**src/rtl/lsu_byte_sequencer_if.sv**
```systemverilog
// Request/response and data-memory bundle for lsu_byte_sequencer.
// slave  : the sequencer itself.
// master : its environment (MEM stage driving requests plus the data memory
//          returning read data).
interface lsu_byte_sequencer_if #(
    parameter int ADDRESS_LINE = 16
);
    logic                    req_valid;
    logic                    req_ready;
    logic                    req_write;
    logic                    req_size;
    logic                    req_sign;
    logic [ADDRESS_LINE-1:0] req_addr;
    logic [15:0]             req_wdata;
    logic                    resp_valid;
    logic [15:0]             resp_rdata;
    logic                    resp_err;
    logic                    stall;
    logic [ADDRESS_LINE-1:0] mem_address;
    logic [7:0]              mem_write_data;
    logic                    mem_write;
    logic                    mem_read;
    logic [7:0]              mem_read_data;

    modport slave (
        input  req_valid, req_write, req_size, req_sign, req_addr, req_wdata,
        input  mem_read_data,
        output req_ready, resp_valid, resp_rdata, resp_err, stall,
        output mem_address, mem_write_data, mem_write, mem_read
    );

    modport master (
        output req_valid, req_write, req_size, req_sign, req_addr, req_wdata,
        output mem_read_data,
        input  req_ready, resp_valid, resp_rdata, resp_err, stall,
        input  mem_address, mem_write_data, mem_write, mem_read
    );
endinterface

```
**src/rtl/lsu_byte_sequencer.sv**
```systemverilog
// Load/store sequencer between the MEM stage and an 8-bit data memory.
// Each byte or little-endian halfword request becomes one or two single-byte
// memory accesses; the pipeline is stalled until the one-cycle response.
// Optional build macro: MISALIGN_TRAP_EN -- odd-address halfword requests are
// answered immediately with resp_err=1 and never touch memory.
module lsu_byte_sequencer #(
    parameter int ADDRESS_LINE = 16
) (
    input logic                clock,
    input logic                reset,
    lsu_byte_sequencer_if.slave bus
);

    typedef enum logic [1:0] {
        IDLE = 2'd0,
        ACC0 = 2'd1,
        ACC1 = 2'd2,
        RESP = 2'd3
    } state_t;

    state_t                  state;
    logic                    lat_write;
    logic                    lat_size;
    logic                    lat_sign;
    logic [ADDRESS_LINE-1:0] lat_addr;
    logic [15:0]             lat_wdata;
    logic [15:0]             rdata;

    logic [ADDRESS_LINE-1:0] addr_plus_one;
    assign addr_plus_one = lat_addr + {{(ADDRESS_LINE-1){1'b0}}, 1'b1};

    // Sequencer FSM: state, latched request fields and all registered outputs.
    always_ff @(posedge clock) begin
        if (!reset) begin
            state              <= IDLE;
            lat_write          <= 1'b0;
            lat_size           <= 1'b0;
            lat_sign           <= 1'b0;
            lat_addr           <= '0;
            lat_wdata          <= '0;
            rdata              <= '0;
            bus.req_ready      <= 1'b1;
            bus.stall          <= 1'b0;
            bus.resp_valid     <= 1'b0;
            bus.resp_err       <= 1'b0;
            bus.mem_address    <= '0;
            bus.mem_write_data <= '0;
            bus.mem_write      <= 1'b0;
            bus.mem_read       <= 1'b0;
        end else begin
            case (state)
                IDLE: begin
                    if (bus.req_valid) begin
                        lat_write     <= bus.req_write;
                        lat_size      <= bus.req_size;
                        lat_sign      <= bus.req_sign;
                        lat_addr      <= bus.req_addr;
                        lat_wdata     <= bus.req_wdata;
                        rdata         <= '0;
                        bus.req_ready <= 1'b0;
                        bus.stall     <= 1'b1;
`ifdef MISALIGN_TRAP_EN
                        if (bus.req_size && bus.req_addr[0]) begin
                            state          <= RESP;
                            bus.resp_valid <= 1'b1;
                            bus.resp_err   <= 1'b1;
                        end else begin
                            state              <= ACC0;
                            bus.mem_address    <= bus.req_addr;
                            bus.mem_write      <= bus.req_write;
                            bus.mem_read       <= !bus.req_write;
                            bus.mem_write_data <= bus.req_write ? bus.req_wdata[7:0] : 8'h00;
                        end
`else
                        state              <= ACC0;
                        bus.mem_address    <= bus.req_addr;
                        bus.mem_write      <= bus.req_write;
                        bus.mem_read       <= !bus.req_write;
                        bus.mem_write_data <= bus.req_write ? bus.req_wdata[7:0] : 8'h00;
`endif
                    end
                end

                ACC0: begin
                    if (!lat_write) begin
                        rdata[7:0] <= bus.mem_read_data;
                    end
                    if (lat_size) begin
                        state              <= ACC1;
                        bus.mem_address    <= addr_plus_one;
                        bus.mem_write      <= lat_write;
                        bus.mem_read       <= !lat_write;
                        bus.mem_write_data <= lat_write ? lat_wdata[15:8] : 8'h00;
                    end else begin
                        state              <= RESP;
                        bus.resp_valid     <= 1'b1;
                        bus.mem_address    <= '0;
                        bus.mem_write      <= 1'b0;
                        bus.mem_read       <= 1'b0;
                        bus.mem_write_data <= '0;
                    end
                end

                ACC1: begin
                    if (!lat_write) begin
                        rdata[15:8] <= bus.mem_read_data;
                    end
                    state              <= RESP;
                    bus.resp_valid     <= 1'b1;
                    bus.mem_address    <= '0;
                    bus.mem_write      <= 1'b0;
                    bus.mem_read       <= 1'b0;
                    bus.mem_write_data <= '0;
                end

                RESP: begin
                    state          <= IDLE;
                    bus.resp_valid <= 1'b0;
                    bus.resp_err   <= 1'b0;
                    bus.stall      <= 1'b0;
                    bus.req_ready  <= 1'b1;
                end

                default: begin
                    state <= IDLE;
                end
            endcase
        end
    end

    // Load result formatting, only presented while the response is valid.
    always_comb begin
        bus.resp_rdata = '0;
        if (state == RESP && !lat_write) begin
            if (lat_size) begin
                bus.resp_rdata = rdata;
            end else if (lat_sign) begin
                bus.resp_rdata = {{8{rdata[7]}}, rdata[7:0]};
            end else begin
                bus.resp_rdata = {8'h00, rdata[7:0]};
            end
        end
    end

endmodule

```
**src/flat_wrapper.sv**
```systemverilog
// flat-port wrapper written by rule: the top's interface ports become plain ports
module lsu_byte_sequencer_flat 
#(
    parameter int ADDRESS_LINE = 16
)
  (clock, reset, bus_req_valid, bus_req_write, bus_req_size, bus_req_sign, bus_req_addr, bus_req_wdata, bus_mem_read_data, bus_req_ready, bus_resp_valid, bus_resp_rdata, bus_resp_err, bus_stall, bus_mem_address, bus_mem_write_data, bus_mem_write, bus_mem_read);
  lsu_byte_sequencer_if #(.ADDRESS_LINE(ADDRESS_LINE)) bus_i ();
  input logic clock;
  input logic reset;
  input wire logic [$bits(bus_i.req_valid)-1:0] bus_req_valid;
  input wire logic [$bits(bus_i.req_write)-1:0] bus_req_write;
  input wire logic [$bits(bus_i.req_size)-1:0] bus_req_size;
  input wire logic [$bits(bus_i.req_sign)-1:0] bus_req_sign;
  input wire logic [$bits(bus_i.req_addr)-1:0] bus_req_addr;
  input wire logic [$bits(bus_i.req_wdata)-1:0] bus_req_wdata;
  input wire logic [$bits(bus_i.mem_read_data)-1:0] bus_mem_read_data;
  output wire logic [$bits(bus_i.req_ready)-1:0] bus_req_ready;
  output wire logic [$bits(bus_i.resp_valid)-1:0] bus_resp_valid;
  output wire logic [$bits(bus_i.resp_rdata)-1:0] bus_resp_rdata;
  output wire logic [$bits(bus_i.resp_err)-1:0] bus_resp_err;
  output wire logic [$bits(bus_i.stall)-1:0] bus_stall;
  output wire logic [$bits(bus_i.mem_address)-1:0] bus_mem_address;
  output wire logic [$bits(bus_i.mem_write_data)-1:0] bus_mem_write_data;
  output wire logic [$bits(bus_i.mem_write)-1:0] bus_mem_write;
  output wire logic [$bits(bus_i.mem_read)-1:0] bus_mem_read;
  assign bus_i.req_valid = bus_req_valid;
  assign bus_i.req_write = bus_req_write;
  assign bus_i.req_size = bus_req_size;
  assign bus_i.req_sign = bus_req_sign;
  assign bus_i.req_addr = bus_req_addr;
  assign bus_i.req_wdata = bus_req_wdata;
  assign bus_i.mem_read_data = bus_mem_read_data;
  assign bus_req_ready = bus_i.req_ready;
  assign bus_resp_valid = bus_i.resp_valid;
  assign bus_resp_rdata = bus_i.resp_rdata;
  assign bus_resp_err = bus_i.resp_err;
  assign bus_stall = bus_i.stall;
  assign bus_mem_address = bus_i.mem_address;
  assign bus_mem_write_data = bus_i.mem_write_data;
  assign bus_mem_write = bus_i.mem_write;
  assign bus_mem_read = bus_i.mem_read;
  lsu_byte_sequencer #(.ADDRESS_LINE(ADDRESS_LINE)) u_core (.clock(clock), .reset(reset), .bus(bus_i));
endmodule
```
**config.mk**
```make
export PLATFORM = sky130hd
export DESIGN_NAME = lsu_byte_sequencer_flat
export DESIGN_NICKNAME = d
export VERILOG_FILES = /design/src/rtl/lsu_byte_sequencer_if.sv /design/src/rtl/lsu_byte_sequencer.sv /design/src/flat_wrapper.sv
export SDC_FILE = /design/constraint.sdc
export NUM_CORES = 1
export LEC_CHECK = 0
export CAP_MARGIN = 25
export CORE_AREA = 4 4 92 94
export CTS_CLUSTER_DIAMETER = 40
export DETAILED_ROUTE_END_ITERATION = 10
export DIE_AREA = 0 0 96 98
export PLACE_DENSITY_LB_ADDON = 0.1
export SLEW_MARGIN = 20
export SYNTH_ARGS = -nofsm -noshare
export SYNTH_HDL_FRONTEND = slang
export SYNTH_SLANG_ARGS = --single-unit
```
**constraint.sdc**
```tcl
create_clock -name clock -period 2.4 [get_ports clock]
set_input_delay 0.6 -clock clock [delete_from_list [all_inputs] [get_ports clock]]
set_output_delay 0.6 -clock clock [all_outputs]
set_load 0.1 [all_outputs]
```
---- After elaboration in Yosys (flattened, before gate mapping) ----
Index checks and enable logic that the tools add are counted.
cells by class
  muxes and demuxes ....................... 30
  reductions and logical operators ........ 15
  $add $sub $neg .......................... 1
  equal/unequal tests ..................... 7
operator list
  cell                                                              number
  16-bit 2-to-1 mux                                                 6
  16-bit case mux with 3 select lines                               1
  8-bit 2-to-1 mux                                                  5
  8-bit case mux with 2 select lines                                2
  8-bit case mux with 3 select lines                                1
  16-bit by 1-bit adder with 16-bit output (second input constant)  1
  1-bit case mux with 3 select lines                                3
  1-bit 2-to-1 mux                                                  8
  2-bit inequality test (second input constant)                     4
  2-bit case mux with 4 select lines                                1
  2-bit AND reduction                                               4
  3-bit AND reduction                                               2
  2-bit nonzero test                                                3
  3-bit nonzero test                                                2
  2-bit == test (second input constant)                             2
  1-bit case mux with 2 select lines                                2
  2-bit by 1-bit == test with 1-bit output (second input constant)  1
  1-bit logical NOT                                                 2
  2-bit logical NOT                                                 1
  2-bit 2-to-1 mux                                                  1
  1-bit logical AND                                                 1
storage, ports and cells
  register bits ........................... 82
  input bits .............................. 46
  word-level logic and storage cells ...... 68
  output and inout bits ................... 46

---- Longest topological paths before layout ----
  depth after elaboration ................. 3
  depth in mapped cells ................... 9
  depth with buffers taken out ............ 6

---- Worst setup path before layout ----
Ideal clock, no wire load.
  path kind ............................... register to output
  start ................................... register u_core.state[1]
  end ..................................... output port bus_resp_rdata[10]
  arrival ................................. 2.618 ns
  stages on the path, launching flop included .. 5
  slack ................................... -0.818 ns
  path buffers ............................ 0
  required time ........................... 1.800 ns
  cells stage by stage .................... dfxtp_1 -> ha_1 -> nor2b_1 -> nand2_1 -> a21oi_1
between the ends
  longest elaborated chain between the ends .. 3
RTL lines
  item                    RTL line                   text
  start, declared         lsu_byte_sequencer.sv:21   state_t state;
  start signal, assigned  lsu_byte_sequencer.sv:35   state <= IDLE;
  start signal, assigned  lsu_byte_sequencer.sv:75   state <= ACC0;
  start signal, assigned  lsu_byte_sequencer.sv:89   state <= ACC1;
  2-bit == test           lsu_byte_sequencer.sv:134  if (state == RESP && !lat_write) begin
  1-bit logical AND       lsu_byte_sequencer.sv:134
  16-bit 2-to-1 mux       lsu_byte_sequencer.sv:134
  end, declared           flat_wrapper.sv:19         output wire logic [$bits(bus_i.resp_rdata)-1:0] bus_resp_rdata;
Every way passes these cells.

---- Final worst setup path ----
  start ................................... register u_core.state[1]
  end ..................................... output port bus_resp_rdata[9]
Same word-level chain as after synthesis.

==> impl_metrics.tcl <==
set metrics [dict create \
    r2r_slack_ns 0.33 \
    diodes 0 \
    synth_area_sq_mm 0.00354 \
    arrival_ns 1.72 \
    report.final.setup_viol 0 \
    ant_nets 0 \
    place_area_sq_mm 0.00471 \
    cap_violations 0 \
    leakage_uw 0.00186 \
    period_minus_slack_ns 2.32 \
    crit_type "reg2out" \
    port_buffers 90 \
    hold_viol 0 \
    grt_max_degree 34 \
    synth_enable_flop_cells 0 \
    min_delay_path_depth 2 \
    final_common_cell "nand2_1" \
    fmax_ghz 0.430 \
    rsz0062_at_grt "false" \
    worstPathMaxFanout 8 \
    cts_buffers 9 \
    die-area_sq_mm 0.00941 \
    viasPerCell 5.36 \
    nNetsFinal 570 \
    critical-path-max-stage-delay_ns 0.40 \
    synth_nets 487 \
    finalMaxSlewViolations 0 \
    period_share_pct 96.9 \
    grt_first_pass_wirelength_um 15400 \
    vias 3355 \
    drc 0 \
    rr_endpoint "u_core.bus.mem_write_data[1]" \
    ys_async_sr_fraction_pct 0 \
    powerDensity_mw_per_mm2 1290 \
    tritoncts "built" \
    place.gp.congestion 0.796 \
    r2r-start "u_core.state[0]" \
    totalWireLength_um 9380 \
    num-fill-cells 670 \
    avgRoutedWirePerCell_um 15.0 \
    hold_path_class "reg2reg" \
    yosysUniqueCellTypes 39 \
    cp-end-kind "output port" \
    cts_sinks 74 \
    antenna_found_initial 0 \
    ys.warnings.count 0 \
    cts_root_buffer "clkbuf_8" \
    first_iter_violations 143 \
    worstRegToRegCells 6 \
    final_cell_mix "79 x nand2_1, 72 x dfxtp_1, 44 x clkdlybuf4s50_1, 41 x buf_4, 28 x a21boi_0" \
    crit_chain "ha_4 > nor2b_2 > nand2_4 > a21oi_4 > buf_12" \
    p_total_uw 6380 \
    ys.flop_type "dfxtp_1" \
    tightest_slew_ns 0.684 \
    clkLatencyLatePin_ns 0.35 \
    die_h_um 98 \
    io_pins 92 \
    syn_inst 436 \
    core_area_sq_mm 0.00765 \
    hpwlAfterDp_um 6650 \
    final.setup.tns_ns 0 \
    clockBufferDepth 2 \
    max_slew_margin_pct 54.3 \
    rows 32 \
    dr.pass1.iters 4 \
    h-tree-depth 3 \
    post_cts_buffers 0 \
    syn_area_per_cell_sq_um 8.11 \
    synth_seq_area_share_pct 41.9 \
    synth-seq-cells 74 \
    critPathTopFamily "flip-flops" \
    drive_gt1_share_pct 18.1 \
    path_clk_slew_ns 0.08 \
    design_area_sq_mm 0.00494 \
    status "completed" \
    skew_ns 0.0101 \
    required_ns 1.80 \
    max-vdd-ir-drop_v 0.000850 \
    area_growth_pct 39.7 \
    grt_overflow_total 0 \
    start_util_pct 46.2 \
    grt_util_all_layers_pct 20.4 \
    cp.buffers_inverters 1 \
    die_w_um 96 \
    crit_slowest_cell "dfxtp_2" \
    grt_pass1_vias 3179 \
    hp-start "u_core.rdata[3]" \
    startpoint_type "flop" \
    holdPathEnd "u_core.rdata[3]" \
]
==> cells by family after synthesis <==
| kind of cell | Yosys count | synth area share (%) |
|---|---|---|
| AND/OR/NAND/NOR | 179 | 24.6 |
| other | 1 | 0.106 |
| buffers and inverters | 43 | 5.20 |
| multiplexers | 4 | 1.13 |
| XOR/XNOR | 3 | 0.743 |
| AO/OA/AOI/OAI | 127 | 24.5 |
| flip-flops | 74 | 41.9 |
| adder cells (fa/ha/maj) | 5 | 1.77 |
==> stage by stage <==
step                util [%]  cells  worst slack, ns  hold WS [ns]
finish                  64.6    626           0.0753         0.446
global route            64.6    626          0.00742         0.467
CTS                     64.6    626           0.0299         0.450
detailed placement      61.5    610            0.188         0.441
global placement        61.5    610            0.237         0.433
floorplan                  -    436            0.108         0.426
==> synth_stat cells (3+ instances only) <==
cell / n / area [sq um]
nor3b_1: 10 / 75.1
o21ai_0: 21 / 105
clkbuf_1: 21 / 78.8
a21boi_1: 16 / 120
nand4_1: 3 / 18.8
a21boi_0: 28 / 210
nor2b_1: 9 / 56.3
a221oi_1: 14 / 123
nor3_1: 8 / 40.0
nand3_1: 21 / 105
buf_2: 6 / 30.0
inv_1: 13 / 48.8
o311a_1: 3 / 30.0
nor4_2: 3 / 37.5
mux2i_1: 4 / 40.0
nand2_1: 80 / 300
o21a_1: 6 / 45.0
and2_1: 14 / 87.6
a21oi_1: 29 / 145
ha_1: 5 / 62.6
nor2_1: 25 / 93.8
dfxtp_1: 74 / 1480
==> worst max path at each step <==
stage	startpoint	to	cells past startpoint
3_3_place_gp	bus_req_write	u_core.bus.mem_write_data[3]	4
5_1_grt	u_core.state[1]	bus_resp_rdata[9]	5
4_1_cts	u_core.state[0]	bus_resp_rdata[9]	5
2_1_floorplan	u_core.state[1]	bus_resp_rdata[1]	3
6_report	u_core.state[1]	bus_resp_rdata[9]	5
3_5_place_dp	bus_req_write	u_core.bus.mem_write_data[0]	4
==> worst min-delay path: stages (launching register included) <==
cell and delay, ns:
dfxtp_1 0.31, nand2_1 0.05, a21boi_1 0.05
==> power breakdown <==
part           total, uW  internal [uW]  switching [uW]
Clock               1080            611             468
Combinational       3490            897            2590
Sequential          1810           1570             242
Total               6380           3080            3300
==> layer usage <==
metal	share of wire [%]	global-route usage, %
met5	0	0
met4	1.0	6.89
met3	5.1	4.16
met2	48	32.6
met1	46	27.1
==> area by class of cell <==
cell class	instances	area (sq um)	area share, %
Tap cell	102	128	2.58
Multi-Input combinational cell	319	1990	40.2
Clock buffer	11	141	2.86
Clock inverter	5	77.6	1.57
Inverter	13	48.8	0.988
Sequential cell	74	1480	30.0
Timing Repair Buffer	102	1070	21.7
==> state kept, by name, summed over array words and instances (netlist names) <==
register	count
u_core.bus.mem_address	16
u_core.bus.mem_read	1
u_core.bus.mem_write	1
u_core.bus.mem_write_data	8
u_core.bus.req_ready	1
u_core.bus.resp_valid	1
u_core.bus.stall	1
u_core.lat_addr	16
u_core.lat_sign	1
u_core.lat_size	1
u_core.lat_wdata	8
u_core.lat_write	1
u_core.rdata	16
u_core.state	2
==> timing repair <==
item                                    4_1_cts  5_1_grt
pin swaps                                     0        1
endpoints found under the setup margin       16       14
gates resized for setup                       3        1
hold buffers                                  0        0
gates cloned                                  0        0
Note: power is estimated with default switching activity, not from simulation.
